## config.mk

```make
export PLATFORM = sky130hd
export DESIGN_NAME = fetch_stage
export DESIGN_NICKNAME = d
export VERILOG_FILES = /design/src/rtl/fetch_stage.sv
export SDC_FILE = /design/constraint.sdc
export NUM_CORES = 1
export LEC_CHECK = 0
export CAP_MARGIN = 15
export CORE_MARGIN = 5
export CORE_UTILIZATION = 40
export CTS_CLUSTER_SIZE = 30
export DETAILED_ROUTE_END_ITERATION = 6
export GPL_ROUTABILITY_DRIVEN = 0
export PLACE_DENSITY = 0.67
export RECOVER_POWER = 50
export SLEW_MARGIN = 15
export SYNTH_ARGS = -nofsm -noshare
export SYNTH_HDL_FRONTEND = slang
export SYNTH_SLANG_ARGS = --single-unit
```

## constraint.sdc

```tcl
create_clock -name CLK -period 3.4 [get_ports CLK]
set_clock_uncertainty 0.2 [all_clocks]
set_input_delay 0.34 -clock CLK [delete_from_list [all_inputs] [get_ports CLK]]
set_output_delay 0.34 -clock CLK [all_outputs]
set_load 0.02 [all_outputs]
```

## src/rtl/fetch_stage.sv

```systemverilog
// Instruction-fetch stage: owns the PC, requests from the icache and feeds the IF/ID
// register. It absorbs miss latency, stalls, redirects and halt.
module fetch_stage #(
  parameter logic [31:0] PC_INIT = 32'h0000_0000
) (
  input  logic        CLK,
  input  logic        nRST,
  input  logic        ihit,
  input  logic [31:0] imemload,
  output logic        imemREN,
  output logic [31:0] imemaddr,
  input  logic        stall,
  input  logic        redirect_valid,
  input  logic [31:0] redirect_pc,
  input  logic        halt,
  output logic [31:0] instruction_in,
  output logic [31:0] PCplus4_in,
  output logic        ifid_enable,
  output logic        ifid_flush
);

  typedef enum logic [1:0] {IDLE, FETCH, HOLD, HALT} state_t;

  state_t      state;
  logic [31:0] pc, pc4, rpc;
  logic [31:0] buf_instr, buf_npc;
  logic        pend_valid;
  logic [31:0] pend_pc;

  assign pc4 = pc + 32'd4;
  assign rpc = redirect_pc & ~32'h3;

  always_comb begin
    imemREN        = (state == FETCH);
    imemaddr       = pc;
    instruction_in = buf_instr;
    PCplus4_in     = buf_npc;
    ifid_enable    = 1'b0;
    ifid_flush     = 1'b0;
    case (state)
      FETCH: begin
        ifid_flush = halt | redirect_valid;
        // a hit that lands on a pending redirect is wrong-path data
        if (!halt && ihit && !redirect_valid && !pend_valid) begin
          instruction_in = imemload;
          PCplus4_in     = pc4;
          ifid_enable    = !stall;
        end
      end
      HOLD: begin
        ifid_flush  = halt | redirect_valid;
        ifid_enable = !halt && !redirect_valid && !stall;
      end
      HALT:    ifid_flush = halt;
      default: ;
    endcase
  end

  always_ff @(posedge CLK or negedge nRST) begin
    if (!nRST) begin
      state      <= IDLE;
      pc         <= PC_INIT;
      buf_instr  <= '0;
      buf_npc    <= '0;
      pend_valid <= 1'b0;
      pend_pc    <= '0;
    end else begin
      case (state)
        IDLE: state <= FETCH;
        FETCH: begin
          if (halt) state <= HALT;
          else if (ihit) begin
            pend_valid <= 1'b0;
            if (redirect_valid)  pc <= rpc;
            else if (pend_valid) pc <= pend_pc;
            else begin
              pc <= pc4;
              if (stall) begin
                buf_instr <= imemload;
                buf_npc   <= pc4;
                state     <= HOLD;
              end
            end
          end else if (redirect_valid) begin
            // keep the miss address stable; newest redirect wins
            pend_valid <= 1'b1;
            pend_pc    <= rpc;
          end
        end
        HOLD: begin
          if (halt) state <= HALT;
          else if (redirect_valid) begin
            pc    <= rpc;
            state <= FETCH;
          end else if (!stall) state <= FETCH;
        end
        HALT:    ;
        default: state <= IDLE;
      endcase
    end
  end

endmodule

```

==> results of run 1 <==
how the worst max path moves through the flow:
stage / slack [ns] / end / start / depth (start not counted)
2_1_floorplan: 0.79 / PCplus4_in[22] / imemaddr[2] / 6
4_1_cts: -0.07 / PCplus4_in[17] / imemaddr[2] / 7
3_5_place_dp: 0.32 / PCplus4_in[18] / imemaddr[2] / 8
5_1_grt: -0.05 / PCplus4_in[30] / imemaddr[2] / 7
3_3_place_gp: 0.33 / PCplus4_in[18] / imemaddr[2] / 8
6_report: 0.09 / PCplus4_in[21] / imemaddr[7] / 6
placed cells by master (no fill, tap or decap), types with 7 or more instances in the layout:
cell type	netlist	routed
sky130_fd_sc_hd__nand2_1	191	190
sky130_fd_sc_hd__dfrtp_1	125	117
sky130_fd_sc_hd__clkdlybuf4s50_1	0	104
sky130_fd_sc_hd__o21ai_0	68	68
sky130_fd_sc_hd__mux2_2	57	57
sky130_fd_sc_hd__dlygate4sd3_1	0	31
sky130_fd_sc_hd__a21oi_1	25	25
sky130_fd_sc_hd__dlymetal6s2s_1	0	23
sky130_fd_sc_hd__buf_4	5	22
sky130_fd_sc_hd__and3_1	22	21
sky130_fd_sc_hd__nor2_1	22	19
sky130_fd_sc_hd__clkbuf_16	0	18
sky130_fd_sc_hd__xnor2_1	17	16
sky130_fd_sc_hd__inv_1	13	13
sky130_fd_sc_hd__nand3_1	14	13
sky130_fd_sc_hd__xor2_1	10	10
sky130_fd_sc_hd__mux2_1	10	10
sky130_fd_sc_hd__a221oi_1	10	10
sky130_fd_sc_hd__nand4_1	8	8
sky130_fd_sc_hd__dfrtp_2	0	8
sky130_fd_sc_hd__o2bb2ai_1	7	7
what timing repair did:
| action | 4_1_cts | 5_1_grt |
|---|---|---|
| endpoints found under the hold margin | 31 | 0 |
| setup endpoints to repair | 33 | 46 |
| cloned | 0 | 1 |
| hold buffers | 1 | 0 |
| pin swaps | 0 | 2 |
| buffers inserted | 0 | 2 |
| resized for setup | 6 | 40 |
metal layers:
metal	part of all wire, %	GRT usage, %
met5	0	0
met4	1.7	5.36
met3	7.1	5.35
met2	45	30.1
met1	46	29.4
cells by family (layout without fill, tap and decap cells):
| kind of cell | Yosys count | in the layout |
|---|---|---|
| AO/OA/AOI/OAI | 146 | 146 |
| XOR/XNOR | 27 | 27 |
| adder cells (fa/ha/maj) | 6 | 6 |
| buffers and inverters | 58 | 237 |
| flip-flops | 125 | 125 |
| multiplexers | 68 | 68 |
| other | 1 | 4 |
| AND/OR/NAND/NOR | 289 | 289 |
cell type report:
cell class / count / area (um2)
clock buffers: 24 / 482
clock inverters: 7 / 135
fillers: 1457 / 7080
inverters: 13 / 48.8
multi-input cells: 540 / 3370
flip-flops and latches: 125 / 3140
well taps: 220 / 275
repair buffers: 193 / 1940
worst min-delay path, stage by stage (launching register included):
cell	delay (ns)
sky130_fd_sc_hd__dfrtp_1	0.34
sky130_fd_sc_hd__nand2_1	0.05
sky130_fd_sc_hd__o21ai_0	0.06
Yosys cell counts (2+ instances only):
library cell,n,area [um2]
sky130_fd_sc_hd__nand4_1,8,50.1
sky130_fd_sc_hd__nor2_1,22,82.6
sky130_fd_sc_hd__buf_2,11,55.1
sky130_fd_sc_hd__nor3_1,2,10.0
sky130_fd_sc_hd__or3_1,2,12.5
sky130_fd_sc_hd__o2bb2ai_1,7,61.3
sky130_fd_sc_hd__xor2_1,10,87.6
sky130_fd_sc_hd__nor2b_1,3,18.8
sky130_fd_sc_hd__nand2b_1,2,12.5
sky130_fd_sc_hd__ha_1,6,75.1
sky130_fd_sc_hd__a21oi_1,25,125
sky130_fd_sc_hd__buf_4,5,37.5
sky130_fd_sc_hd__o22ai_1,5,31.3
sky130_fd_sc_hd__a221oi_1,10,87.6
sky130_fd_sc_hd__a31oi_1,2,12.5
sky130_fd_sc_hd__xnor2_1,17,149
sky130_fd_sc_hd__dfrtp_1,125,3130
sky130_fd_sc_hd__o211ai_1,3,22.5
sky130_fd_sc_hd__nand3_1,14,70.1
sky130_fd_sc_hd__clkbuf_1,29,109
sky130_fd_sc_hd__mux2_2,57,642
sky130_fd_sc_hd__nor3_2,2,20.0
sky130_fd_sc_hd__o31ai_1,2,15.0
sky130_fd_sc_hd__and3_2,4,30.0
sky130_fd_sc_hd__and4_1,4,35.0
sky130_fd_sc_hd__o221ai_1,6,52.6
sky130_fd_sc_hd__o311a_1,3,30.0
sky130_fd_sc_hd__o21a_1,3,22.5
sky130_fd_sc_hd__a22oi_1,2,15.0
sky130_fd_sc_hd__mux2_1,10,113
sky130_fd_sc_hd__nand2_1,191,717
sky130_fd_sc_hd__and2_1,2,12.5
sky130_fd_sc_hd__inv_1,13,48.8
sky130_fd_sc_hd__o21ai_1,5,25.0
sky130_fd_sc_hd__o21ai_0,68,340
sky130_fd_sc_hd__and3_1,22,138
sequential cells by signal, summed over array words and instances, names as in the netlist:
register,count
buf_npc,30
pend_valid,1
state,2
buf_instr,32
pend_pc,30
imemaddr,30
through the flow:
| step | cells | total power, mW | setup TNS [ns] | util (%) | setup slack [ns] |
|---|---|---|---|---|---|
| detailed placement | 1087 | 6.87 | 0 | 52.5 | 0.321 |
| CTS | 1119 | 8.81 | -0.406 | 56.3 | -0.0728 |
| floorplan | 723 | 5.01 | 0 | - | 0.790 |
| finish | 1122 | 8.73 | 0 | 57.0 | 0.0925 |
| global route | 1122 | 9.29 | -0.106 | 57.0 | -0.0486 |
| global placement | 1087 | 6.79 | 0 | 52.5 | 0.333 |
power by group through the flow:
| stage | Combinational, mW | Clock, mW | Sequential, mW |
|---|---|---|---|
| floorplan | 2.26 | 0 | 2.75 |
| global placement | 4.15 | 0 | 2.65 |
| detailed placement | 4.20 | 0 | 2.68 |
| CTS | 4.21 | 1.95 | 2.66 |
| global route | 4.49 | 2.03 | 2.77 |
| finish | 4.13 | 1.91 | 2.68 |
==> results, run 1 <==
- The period utilization is 97.3%.
- The clock-pin slew on the worst setup and hold paths is 0.05 ns.
- The initial antenna violation count is 0.
- After Yosys synthesis, full adders, half adders and majority gates account for 1.12% of the synthesized area.
- The sequential fraction of design power is between 30% and 40%.
- The max-slew violation count came to 66.
- Measured along the x axis, the die boundary spans 139 um.
- The headroom to the max-slew limit is -12.3%.
- The number of synthesis warnings is 0.
- The final design area excluding fillers is 9390 um2.
- The category of cells accounting for the largest share of critical-path delay is simple AND/OR/NAND/NOR gates.
- The number of diodes is 0.
- Setup violations remaining at the end of the flow were counted as 0.
- The wire length reported by the detailed router is 19,700 um.
- The biggest cell delay along the critical path is 0.62 ns.
- The fraction of power spent switching nets is 39.6%.
- The effective utilization at floorplan is between 40% and 50%.
- The synthesis-to-layout area growth is 40.5%.
- Dividing the detail-routed wire length by the instance count gives 17.6 um.
- The fraction of final layout cells with drive strength greater than 1 is 16.2%.
- Max-cap violations in this run came to 2.
- The worst setup path is captured at an output pin.
- The clock insertion delay at the later pin of the skew report is 0.42 ns.
- Global routing used 20.3% of the available tracks.
- In this run the critical register-to-register path is launched from state[1].
- The slowest stage of the critical path belongs to the cell sky130_fd_sc_hd__clkdlybuf4s50_1.
- In this run the core area contains 47 standard-cell rows.
- The total power divided by cell area is slightly above 900 nW/um2.
- The total number of clock tree sinks is 125.
- Per report_power, the clock group accounts for between 20% and 30% of the total.
- After synthesis, the largest family of logic cells by area is simple AND/OR/NAND/NOR gates.
- The first global-routing pass estimated 31,200 um of wire.
- At the worst endpoint, the arrival time is 2.77 ns.
- The longest clock path from root to sink contains 2 buffers.
- A synthesized cell averages 9.28 um2.
- The worst-case IR drop observed on VDD is 0.671 mV.
- The critical path goes through nand2_1, nor3_4, and3_1, xnor2_1, o21ai_1, clkdlybuf4s50_1.
- The worst hold path was traced through 2 stages.
- The compound-cell area share of the yosys netlist is a little over an eighth.
- The H-tree level count is 4.
- The path with the worst hold slack has its endpoint at buf_npc[13].
- The residual antenna-violating net count after detailed routing is 0.
- The overflow left after global routing is 0.
- The worst hold path begins at buf_npc[13].
- The number of global-route vias before repair is between 5,000 and 6,000.
- The endpoint of the worst-slack reg-to-reg timing path is imemaddr[20].
- The worst setup path is launched from a flip-flop.
- For this run, design rule violations remaining after detail routing come to 0.
- Counting distinct cell types in the post-synthesis netlist gives 54.
- For the pin with the worst max-slew slack, the measured transition is about 1.7 ns.
- The achievable clock frequency is 302 MHz.
- The core region area is 16,500 um2.
- The vertical die dimension is 139 um.
- The floorplan step defined a die boundary enclosing 19,400 um2.
- TritonCTS built the clock tree.
- The combinational power share is 47.4%.
- The first-pass iteration count of the detailed router is 5.
- The synthesized cell area is between 6000 and 7000 um2.
- The cell count after synthesis is 720.
- The worst min-delay path category is reg -> reg.
- Among all flip-flop cells after synthesis, the most frequent one is sky130_fd_sc_hd__dfrtp_1.
- 169 I/O pins were placed.
- The routed layout has 5,916 vias.
- For the worst setup path, the data required time is 2.86 ns.
- For the finished layout, the period the worst path requires is between 3 and 4 ns.
- The proportion of synthesized flip-flops having asynchronous set or reset is between 90% and 100%.
- The number of CTS-inserted buffers is 17.
- Synthesis inferred 125 register bits.
- The number of cells on the worst reg-to-reg path is 7.
- The static leakage power is 4.50 nW.
- The number of failing hold endpoints at the final stage is 0.
- Summing the sequential cell areas from Yosys gives 46.8% of the chip area.
- Using the TritonRoute via totals, the vias-per-cell ratio works out to 5.27.
- Input and output buffers added on the ports amount to 162.
- The sum of buffers and inverters on the critical path is 1.
- Counting flops with a built-in enable in the synthesized netlist gives 0.
- The worst hold-check slack is between 0.2 and 0.3 ns.
- The detailed placement HPWL is 13,600 um.
- The class of the most critical setup path is reg -> out.
- Once placement finished, the instance area stood at 8640 um2.
- Internal power comes to 5.27 mW.
- The number of nets at the end of the flow is 966.
- The CTS root buffer is sky130_fd_sc_hd__clkbuf_16.
- The net switching power figure is 3.46 mW.
- The worst setup slack for register-to-register paths is 0.43 ns.
- Entering global routing, the biggest net connects 95 pins.
- Of all nets on the critical path, the largest fanout is 7.
- The violation count after the first detailed-route iteration is 402.
- The xor and xnor fraction of the mapped netlist area is 3.54%.
- The flow ran to the end, but the final reports show violations.
- Of the total synthesized cell area, the portion taken by AND, OR, NAND and NOR gates is 20.0%.
- Of the post-synthesis cell area, the part taken by muxes is 11.4%.
- The checks that failed: max-capacitance violations, max-slew violations.
(Power assumes the default switching activity.)
==> run 2: changes to the inputs <==
- CELL_PAD_IN_SITES_DETAIL_PLACEMENT: default -> 2
- CELL_PAD_IN_SITES_GLOBAL_PLACEMENT: default -> 2
- CORE_UTILIZATION: 40 -> 32
- GPL_ROUTABILITY_DRIVEN: 0 -> 1
- PLACE_DENSITY: 0.67 -> default
- PLACE_DENSITY_LB_ADDON: default -> 0.1
==> run 2 against run 1 <==
The flow now finishes without violations. Clock power decreased by 6%. Final area increased by 1.6%. Via count increased by 5.3%. Die area increased by 23%. First-iteration DRC count decreased by 39%. Flip-flop and latch count unchanged. Critical path type unchanged. Largest cell class unchanged.
==> results, run 2 (same netlist as run 1, synthesis figures left out) <==
- The final-layout setup total negative slack was 0 ns (unchanged).
- The clock-pin slew on the worst setup and hold paths is 0.06 ns (about the same).
- The highest fanout seen on the critical path came to 31 (+24).
- The period utilization is 96.2% (-1.1 points).
- The setup slack of the critical path after layout was 0.130 ns (+0.0376 ns).
- The total number of vias is 6,231 (+5.3%).
- The initial antenna violation count is 0 (unchanged).
- The slowest stage of the critical path belongs to the cell sky130_fd_sc_hd__clkdlybuf4s50_1.
- The effective utilization at floorplan was 32.7% (-7.9 points).
- The depth of the worst hold-timing path is 2 (unchanged).
- The static leakage power came to 4.66 nW (+3.4%).
- The number of cells on the worst reg-to-reg path was 7 (unchanged).
- The data arrival time at the worst-slack endpoint is 2.73 ns (-0.04 ns).
- The maximum vdd drop is 0.521 mV (-22%).
- The core region area was 20,400 um2 (+24%).
- The achievable clock frequency is 306 MHz (+1.2%).
- Setup repair after global routing left no endpoint under its margin.
- The number of cell rows is 52 (+11%).
- The number of diodes came to 0 (unchanged).
- The worst setup path is captured at an output pin.
- The critical path goes through inv_1, ha_2, nor2b_4, nand2_4, clkbuf_16, o21ai_0, clkdlybuf4s50_1.
- The global placement routability congestion is 0.828.
- The slew at the pin with the worst max-slew slack is 1.46 ns (-0.227 ns).
- TritonCTS built the clock tree.
- The total number of clock tree sinks is 125 (unchanged).
- The die width is 155 um (+11%).
- The violation count after the first detailed-route iteration is 247 (-39%).
- The headroom to the max-slew limit is 2.85% (+15 points).
- The minimum setup slack after placement was 0.187 ns (-0.133 ns).
- The post-detailed-route via-to-cell ratio was 5.26 (-0.19%).
- The critical path is of the reg -> out type.
- The flow ran to the end, and the final reports show no timing, DRC or antenna violations.
- The critical register-to-register path startpoint is state[1].
- The instance count after placement with tap cells included is 1,140 (+4.9%).
- The sum of buffers and inverters on the critical path was 3 (+2).
- The port buffer count is 162 (unchanged).
- The required time reported for the critical path endpoint was 2.86 ns (about the same).
- The clock insertion delay at the later pin of the skew report came to 0.42 ns (about the same).
- The floorplan die area is 23,900 um2 (+23%).
- The number of global-route vias before repair was 7,079 (+26%).
- The worst setup slack for register-to-register paths is 0.62 ns (+0.19 ns).
- The overflow left after global routing came to 0 (unchanged).
- The vertical die dimension is 155 um (+11%).
- The total power divided by cell area is 929 nW/um2 (about the same).
- The biggest cell delay along the critical path is 0.66 ns (+0.04 ns).
- The number of nets at the end of the flow came to 977 (+1.1%).
- The number of DRC violations after detailed routing is 0 (unchanged).
- Relative to the synthesized area, the layout overhead comes to 42.7%.
- The number of failing hold endpoints at the final stage is 0 (unchanged).
- The max-slew violation count is 0 (-100%).
- The first-pass GRT wire length is 40,200 um (+29%).
- The path class of the tightest hold or removal check is reg -> reg.
- The max capacitance violation total was 0 (-2).
- STA classifies the critical path startpoint as a flip-flop.
- The number of CTS-inserted buffers is 17 (unchanged).
- The startpoint identified for the worst hold timing path is buf_npc[12].
- Leaving out fill and tap cells, the most frequent cell in the layout is sky130_fd_sc_hd__nand2_1.
- The detailed placement HPWL is 18,000 um (+33%).
- The residual antenna-violating net count after detailed routing was 0 (unchanged).
- The largest net degree at the start of global routing is 64 (-33%).
- The first-pass iteration count of the detailed router is 4 (-1).
- The number of flip-flops under the largest register name is 32 (unchanged).
- The fraction of final layout cells with drive strength greater than 1 was 16.7% (+0.55 points).
- The total of endpoints with negative setup slack in the final report is 0 (unchanged).
- The top cell types in the final layout, fill and taps aside, are 189 x sky130_fd_sc_hd__nand2_1, 120 x sky130_fd_sc_hd__dfrtp_1, 97 x sky130_fd_sc_hd__clkdlybuf4s50_1.
- The count of non-filler cells in the finished layout was 1,184 (+5.5%).
- The hold-critical path endpoint is buf_npc[12].
- The deepest clock path buffer count came to 2 (unchanged).
- The H-tree level count is 4 (unchanged).
- The final critical-path required period is 3.27 ns (-0.0376 ns).
- The wire length per cell after detailed routing is 22.0 um (+25%).
- The most flop-heavy register is buf_instr.
- The global routing usage summed across all routing layers is 21.4% (+1.1 points).
- The CTS root buffer is sky130_fd_sc_hd__clkbuf_16.
- The worst hold-check slack is 0.285 ns (+0.00962 ns).
- The wire length reported by the detailed router is 26,100 um (+32%).
- The cell family contributing the most delay on the critical path is buffers and inverters.
- The endpoint identified for the worst register-to-register timing path is pend_pc[10].
- The number of I/O pins came to 169 (unchanged).
[run 2: cell count changes in the layout (fill, tap and decap cells not counted), moves of 2 or more]
cell,delta
sky130_fd_sc_hd__nand2_4,+2
sky130_fd_sc_hd__buf_4,+9
sky130_fd_sc_hd__dlymetal6s2s_1,+5
sky130_fd_sc_hd__buf_12,+2
sky130_fd_sc_hd__dlygate4sd2_1,+2
sky130_fd_sc_hd__clkdlybuf4s50_1,-7
sky130_fd_sc_hd__dfrtp_1,+3
sky130_fd_sc_hd__bufinv_16,-2
sky130_fd_sc_hd__dfrtp_2,-3
[run 2: routing by layer]
layer / global-route usage, % / part of all wire (%) / vias up
li1: - / - / 2858
met1: 27.3 / 45 / 3187
met2: 36.6 / 50 / 152
met3: 4.05 / 3.8 / 34
met4: 6.85 / 1.9 / 0
met5: 0 / 0 / -
[run 2: power by group]
part | switching, mW | total [mW] | leakage [nW] | internal, mW
combinational | 2.52 | 4.37 | 2.81 | 1.84
sequential | 0.557 | 2.71 | 1.57 | 2.15
clock | 0.677 | 1.79 | 0.275 | 1.11
[run 2: cell type report]
type	count	area (um2)
clock buffer	25	475
clock inverter	7	87.6
fill	2193	10900
inverter	13	48.8
multi-input combinational	540	3370
sequential	125	3130
tap	270	338
timing repair buffer	204	2080
[run 2: worst max path at each step]
stage                               to         from  slack [ns]  depth (start not counted)
global placement        PCplus4_in[30]         halt        0.22                          6
floorplan               PCplus4_in[22]  imemaddr[2]        0.79                          6
detailed placement       PCplus4_in[2]         halt        0.19                          8
finish                   PCplus4_in[7]     state[1]        0.13                          7
global route            PCplus4_in[15]  imemaddr[2]       0.005                          9
CTS                 instruction_in[12]     state[1]        0.01                          9
[run 2: what timing repair did]
action                                  in CTS  in global routing
hold endpoints to repair                    47                  0
endpoints found under the setup margin      56                 40
pin swaps                                    4                  1
setup buffers                                9                  0
hold buffers                                 1                  0
gates cloned                                 0                  2
resized for setup                           21                 32
[run 2: metrics by stage]
stage | area [um2] | power (mW) | utilization [%]
floorplan | 6700 | 5.01 | -
global placement | 8740 | 6.89 | 42.8
detailed placement | 8740 | 7.14 | 42.8
CTS | 9430 | 9.01 | 46.1
global route | 9540 | 9.41 | 46.7
finish | 9540 | 8.86 | 46.7
[run 2: worst min-delay path, cell delays in order (launching register included)]
cell and delay [ns]:
sky130_fd_sc_hd__dfrtp_1 0.34, sky130_fd_sc_hd__nand2_1 0.05, sky130_fd_sc_hd__o21ai_0 0.06
==> RTL edit: new RTL, settings of run 1 <==
Encoding of `state_t`: now one-hot (4 bits for 4 states).
--- a/src/rtl/fetch_stage.sv
+++ b/src/rtl/fetch_stage.sv
@@ -20,5 +20,5 @@
 );
 
-  typedef enum logic [1:0] {IDLE, FETCH, HOLD, HALT} state_t;
+  typedef enum logic [3:0] {IDLE = 4'b0001, FETCH = 4'b0010, HOLD = 4'b0100, HALT = 4'b1000} state_t;
 
   state_t      state;
Function: no difference found for any inputs over 4 cycles, from zero or initial values and one cycle with nRST low; so few cycles prove little.
==> RTL edit against run 1 <==
The run still ends with max-capacitance violations, max-slew violations left. Cell area down 0.32%. Synthesized area up 2.3%. Routed wire length down 0.59%. Sequential cell count up 2. Largest cell class unchanged. Count of clock-buffer cells in the layout up 1. Setup slack better by 0.0080 ns. Non-clock buffer count unchanged. Core utilization down 0.98 points. Global-route usage down 0.44 points. Critical path type unchanged.
Power is not compared: it rests on default switching activity, and its combinational part moved more than twofold at a synthesized area within 25%.
==> RTL edit: results (changes against run 1) <==
worst path arrival time 2.76 ns (about the same); Non-clock buffer share 0.200 (-0.00629); filler instances 1442 (-1.0%); FF-to-FF path depth 8 (+1); clk cell area share 0.0634 (-0.00233); critical path's top delay family buffers and inverters; hold_sp buf_npc[7]$_DFFE_PN0P_; # placed instances 1037 (-4.6%); failing checks max-capacitance violations, max-slew violations; layout cell share with drive strength beyond 1 0.197 (+0.0351); sequential area share after synthesis 0.465 (-0.00320); RR Endpoint imemaddr[26]$_DFFE_PN0P_; Crit-path slowest cell dfrtp_1; met3 WL 1240 um (-12%); pre-CTS setup slack 0.233 ns (-0.0874 ns); Seq area share 0.340 (+0.00549); max-cap violation count 1 (-1); Hold Crit Endpoint buf_npc[7]$_DFFE_PN0P_; fraction of area in multi-input gates 0.364 (+0.00543); Crit Path Max Fanout 5 (-2); final hold slack 0.277 ns (+0.00193 ns); Avg Vias per Cell 5.49 (+4.1%); Metal-1 WL 8900 um (-2.3%); initial DRC count 421 (+4.7%); Synth cell types 58 (+7.4%); final count of pins violating max slew 70 (+6.1%); #MultiIn Comb 491 (-9.1%); clkbuf count 25 (+4.2%); post-DP HPWL 13900 um (+2.3%); crit-path max cell delay 0.34 ns (-0.28 ns); first-pass GRT wire length 31400 um (+0.64%); Max-slew headroom -0.179 (-0.0565); largest net degree at the start of global routing 70 (-26%); Total Wirelength 19600 um (-0.59%); invs w/o clock 7 (-6); vias in the first global route 6030 (+6.9%); synth top area cells dfrtp_1 (46%), mux2_2 (16%), o21ai_0 (5.9%); status finished with violations
==> RTL edit: cell count changes in the layout (fill, tap and decap cells not counted), sizes merged, moves of 8 or more <==
cell,delta
mux2,+31
o21ai,+8
dlymetal6s2s,-12
nand2,-106
==> RTL edit: worst register-to-register path: cells and delay by family (launching register included) <==
| family | cells | cell delay (ns) |
|---|---|---|
| buffers and inverters | 3 | 1.00 |
| AOI/OAI and AO/OA | 2 | 0.46 |
| DFF | 1 | 0.37 |
| and+or+nand+nor | 3 | 0.78 |
==> RTL edit: cell families (layout without fill, tap and decap cells) <==
kind of cell | after synthesis | after routing | synth area share
simple gates | 198 | 198 | 0.149
compound gates | 157 | 157 | 0.139
flops | 127 | 127 | 0.465
mux | 102 | 102 | 0.167
buf+inv | 57 | 230 | 0.0408
xor+xnor | 29 | 29 | 0.0371
fa+ha+maj | 1 | 1 | 0.00183
other cells | 1 | 4 | 0.000548
==> RTL edit: worst max-delay path by stage <==
stage | cells past startpoint | start | slack [ns] | endpoint
final | 9 | imemaddr[2]$_DFFE_PN0P_ | 0.10 | PCplus4_in[28]
after global routing | 6 | state[3]$_DFFE_PN0P_ | -0.003 | PCplus4_in[6]
after CTS | 7 | imemaddr[10]$_DFFE_PN0P_ | 0.005 | PCplus4_in[27]
after detailed placement | 7 | imemaddr[2]$_DFFE_PN0P_ | 0.23 | PCplus4_in[26]
after global placement | 7 | imemaddr[2]$_DFFE_PN0P_ | 0.26 | PCplus4_in[26]
after floorplan | 6 | imemaddr[2]$_DFFE_PN0P_ | 0.61 | PCplus4_in[24]
==> RTL edit: per-layer routing <==
metal | up-vias | GRT usage
met2 | 226 | 0.317
met3 | 28 | 0.0440
met5 | - | 0
met4 | 0 | 0.0750
li1 | 2732 | -
met1 | 2874 | 0.264
